==> src/rtl/regfile_rename.sv <==
// Architectural register file with rename tags; reads are zero-latency (commit bypass included), updates on clk.
// No backpressure: rdy=0 freezes all state while reads stay live; clear drops every tag on the next edge.
module regfile_rename #(
  parameter int ROB_W = 4
) (
  input  logic             clk,
  input  logic             rst,
  input  logic             rdy,
  input  logic             clear,
  input  logic [5:0]       rs1_to_reg,
  input  logic [5:0]       rs2_to_reg,
  input  logic [5:0]       rd_to_reg,
  input  logic             issue_valid,
  input  logic [ROB_W-1:0] issue_entry,
  output logic [31:0]      Vj_from_reg,
  output logic [31:0]      Vk_from_reg,
  output logic [ROB_W-1:0] Qj_from_reg,
  output logic [ROB_W-1:0] Qk_from_reg,
  input  logic             commit_valid,
  input  logic [5:0]       commit_rd,
  input  logic [ROB_W-1:0] commit_entry,
  input  logic [31:0]      commit_value
);

  logic [31:0]      value_q [32];
  logic [31:0]      value_d [32];
  logic [ROB_W-1:0] tag_q   [32];
  logic [ROB_W-1:0] tag_d   [32];

  logic [5:0]       src_idx [2];
  logic [31:0]      src_val [2];
  logic [ROB_W-1:0] src_tag [2];

  logic commit_ok;
  logic issue_ok;

  // Indices 32..63 and x0 never address storage.
  assign commit_ok = commit_valid && !commit_rd[5] && (commit_rd[4:0] != 5'd0);
  assign issue_ok  = issue_valid && !rd_to_reg[5] && (rd_to_reg[4:0] != 5'd0);

  assign src_idx[0] = rs1_to_reg;
  assign src_idx[1] = rs2_to_reg;

  always_comb begin
    for (int p = 0; p < 2; p++) begin
      src_val[p] = '0;
      src_tag[p] = '0;
      if (!src_idx[p][5] && (src_idx[p][4:0] != 5'd0)) begin
        src_val[p] = value_q[src_idx[p][4:0]];
        src_tag[p] = tag_q[src_idx[p][4:0]];
        // The producer is retiring right now: forward its result and drop the dependency.
        if (commit_valid && (commit_rd == src_idx[p]) && (src_tag[p] != '0) &&
            (src_tag[p] == commit_entry)) begin
          src_val[p] = commit_value;
          src_tag[p] = '0;
        end
      end
    end
  end

  assign Vj_from_reg = src_val[0];
  assign Qj_from_reg = src_tag[0];
  assign Vk_from_reg = src_val[1];
  assign Qk_from_reg = src_tag[1];

  always_comb begin
    value_d = value_q;
    tag_d   = tag_q;
    if (rdy) begin
      if (commit_ok) begin
        value_d[commit_rd[4:0]] = commit_value;
        // A younger producer may already own this register; only the matching entry releases it.
        if (tag_q[commit_rd[4:0]] == commit_entry) begin
          tag_d[commit_rd[4:0]] = '0;
        end
      end
      if (clear) begin
        for (int i = 0; i < 32; i++) begin
          tag_d[i] = '0;
        end
      end else if (issue_ok) begin
        tag_d[rd_to_reg[4:0]] = issue_entry;
      end
    end
  end

  always_ff @(posedge clk or negedge rst) begin
    if (!rst) begin
      for (int i = 0; i < 32; i++) begin
        value_q[i] <= '0;
        tag_q[i]   <= '0;
      end
    end else begin
      value_q <= value_d;
      tag_q   <= tag_d;
    end
  end

endmodule

==> config.mk <==
export PLATFORM = sky130hd
export DESIGN_NAME = regfile_rename
export DESIGN_NICKNAME = d
export VERILOG_FILES = /design/src/rtl/regfile_rename.sv
export SDC_FILE = /design/constraint.sdc
export NUM_CORES = 2
export LEC_CHECK = 0
export CAP_MARGIN = 20
export CORE_AREA = 4 4 427 429
export DETAILED_ROUTE_END_ITERATION = 10
export DIE_AREA = 0 0 431 433
export SYNTH_ARGS = -nofsm -noshare
export SYNTH_HDL_FRONTEND = slang
export SYNTH_SLANG_ARGS = --single-unit
==> constraint.sdc <==
create_clock -name clk -period 3.2 [get_ports clk]
set_input_delay 0.32 -clock clk [delete_from_list [all_inputs] [get_ports clk]]
set_output_delay 0.32 -clock clk [all_outputs]
set_load 0.01 [all_outputs]
==> run summary <==
VDD IR max = 0.526 mV
Die height = 433 um
Startpoint types = flop
Final Util = 43.9%
Clk slew on worst S/H paths = 0.07 ns
Final nets = 4607
Worst skew pair latency = 0.77 ns
Mapped Cells = 4112
GRT overflow = 0
DRC violation total after the first TritonRoute iteration = 3872
Vias in the first global route = 43800
DP Area = 72700 sq um
Final HPWL DP = 137000 um
Yosys cell types = 65
Root Driver = clkbuf_16
Avg Cell Area, Syn = 15.5 sq um
Drt pass-1 iters = 5
Die area = 187000 sq um
Seq/Total Area, Yosys = 45.1%
Post-Route WL = 213000 um
CP Cell Sequence = mux4_2 -> mux2i_1 -> buf_4 -> buf_6 -> nand2_2 -> a221oi_2 -> o21ba_2 -> o21a_4 -> buf_12 -> buf_8 -> buf_12 -> o31ai_4 -> a21oi_2 -> buf_2
Mapped Area = 63900 sq um
Layout cells sized above 1 = 60.2%
Global-route wire length before repair = 311000 um
Worst EP required = 2.88 ns
H-tree depth = 4
Peak Freq = 0.249 GHz
Finished Cell Area = 78200 sq um
DRC Markers = 0
Post-synth EDFFs = 0
TritonCTS buffer count = 134
Crit end category = output port
Pins Over Slew Limit = 0
Leakage Power = 35.2 nW
Maximum clock path buffer count = 3
Most common cell after layout, fill and taps aside = dfrtp_1
Hold WC Path Type = in -> async
CP most frequent cell = buf_12
Largest net degree at the start of global routing = 108
Synth warn = 0
TritonCTS clock tree = yes
Critical-path top delay cell = mux4_2
Crit path kind = reg -> out
Drt wl/cell = 30.4 um
Placer Congestion = 0.933
Vias per inst = 6.02
Skew final = 0.0383 ns
Failing checks = setup timing
Layout Cells excl Fill = 7000
Total number of vias = 42100
Initial antenna violation count = 3
Leading cell types in the layout, fill and taps excluded = dfrtp_1 (1151), mux2_2 (1027), mux4_2 (693)
Clock sinks = 1152
Final Hold Fails = 0
Worst path arrival time = 3.70 ns
Main synth FF type = dfrtp_1
Final setup viols = 72
Setup WS post-layout = -0.823 ns
DIE WIDTH = 431 um
Port bufs = 141
Slew headroom = 24.9%
Post-Syn Nets = 4182
Power Total = 38.0 mW
CP peak stage delay = 0.47 ns
Power density cells = 486 nW/um^2
Status = finished with violations
Flops & latches, synth = 1152
Synthesis-to-finish area growth = 22.3%
Pre-CTS setup slack = -1.16 ns
Crit path max fanout = 7
Initial Util = 35.9%
Final Cycle Share = 126%
Worst slew pin tran = 1.12 ns
# placed instances = 6727
Final min period = 4.02 ns
Gr usage total = 22.6%
Core Region = 178000 sq um
Antenna-violating nets left = 0
Top Ports = 142
MaxCap Viol Count = 0
Async SR Flop Fraction = 100%
RSZ-0062 raised after global routing = yes
Row cnt = 155
==> worst max-delay path: cells and delay by family, from the launching register on <==
kind	cells	cell delay, ns
AOI/OAI and AO/OA	5	0.88
and+or+nand+nor	1	0.05
muxes	2	0.68
DFF	1	0.43
buffers and inverters	6	0.86
==> through the flow <==
step	setup TNS (ns)	hold WS (ns)
after global placement	-116.15	0.322
final	-51.78	0.134
after detailed placement	-114.88	0.317
after CTS	-54.33	0.129
after global routing	-59.69	0.159
after floorplan	0	0.0244
==> repair_timing <==
| item | in CTS | in global routing |
|---|---|---|
| hold endpoints to repair | 123 | 0 |
| setup endpoints to repair | 72 | 73 |
| pin swaps | 11 | 25 |
| cloned | 2 | 3 |
| resized for setup | 329 | 129 |
| buffers inserted | 12 | 17 |
| hold buffers | 1 | 0 |
==> area by class of cell <==
cell class	instances	area, sq um
repair buffers	749	7800
diodes	1	2.50
fillers	15700	100000
inverters	5	20.0
well taps	2355	2950
clock buffers	184	3870
multi-input cells	2495	33900
flip-flops and latches	1152	28800
clock inverters	59	806
==> sequential cells by signal (all words and copies together) (netlist names) <==
register,count
tag_q,128
value_q,1024
==> worst paths after layout <==
check	startpoint	end	slack [ns]	depth (start not counted)
max in group asynchronous	rst	tag_q[78]	1.92	3
min in group clk	value_q[993]	value_q[993]	0.39	0
worst max-delay path	tag_q[120]	Vj_from_reg[22]	-0.82	14
worst min register to register	value_q[993]	value_q[993]	0.39	0
worst max register to register	tag_q[12]	tag_q[53]	0.07	11
worst min-delay path	rst	value_q[93]	0.13	2
==> power breakdown <==
group / total (mW) / internal [mW] / switching, mW
registers: 16.3 / 15.6 / 0.715
logic: 5.48 / 2.97 / 2.52
clock network: 16.2 / 9.49 / 6.69
total: 38.0 / 28.1 / 9.92
==> cells by family (layout without fill, tap and decap cells) <==
kind of cell           Yosys count  count (layout)  synth area share (%)
AO/OA/AOI/OAI                  309             309                  3.81
flip-flops                    1152            1152                  45.1
buffers and inverters          465             997                  3.31
multiplexers                  1886            1886                  45.3
XOR/XNOR                        19              19                 0.260
AND/OR/NAND/NOR                281             281                  2.27
other                            0               1                     0
==> Yosys cell counts, types with 4 or more instances <==
library cell | number | share of area, %
dfrtp_1 | 1152 | 45
mux2_2 | 1028 | 18
mux4_2 | 690 | 24
clkbuf_1 | 244 | 1.4
mux2i_1 | 159 | 2.5
buf_2 | 124 | 0.97
nor2_1 | 106 | 0.62
a22o_1 | 65 | 0.89
buf_1 | 65 | 0.38
a32o_1 | 60 | 0.94
nand2_1 | 54 | 0.32
a21oi_1 | 46 | 0.36
a22oi_1 | 43 | 0.50
o31ai_1 | 40 | 0.47
o21ai_0 | 25 | 0.20
nand3_1 | 24 | 0.19
nand3_2 | 15 | 0.23
nor2b_1 | 13 | 0.13
and2_1 | 12 | 0.12
nand2b_1 | 12 | 0.12
a32oi_1 | 11 | 0.15
nand4_1 | 11 | 0.11
buf_4 | 10 | 0.12
xor2_1 | 10 | 0.14
buf_6 | 9 | 0.16
xnor2_1 | 9 | 0.12
mux4_1 | 8 | 0.33
buf_12 | 6 | 0.19
a32oi_2 | 5 | 0.13
nor4_1 | 5 | 0.049
or2_2 | 4 | 0.039
==> per-layer routing <==
layer	routed length (um)	share of wire (%)	vias to the layer above	global-route usage [%]
li1	-	-	17100	-
met1	90400	42	23000	31.1
met2	100000	47	1598	35.8
met3	13600	6.4	363	4.47
met4	8380	3.9	2	8.26
met5	14	0.0066	-	0
(Power assumes the default switching activity.)
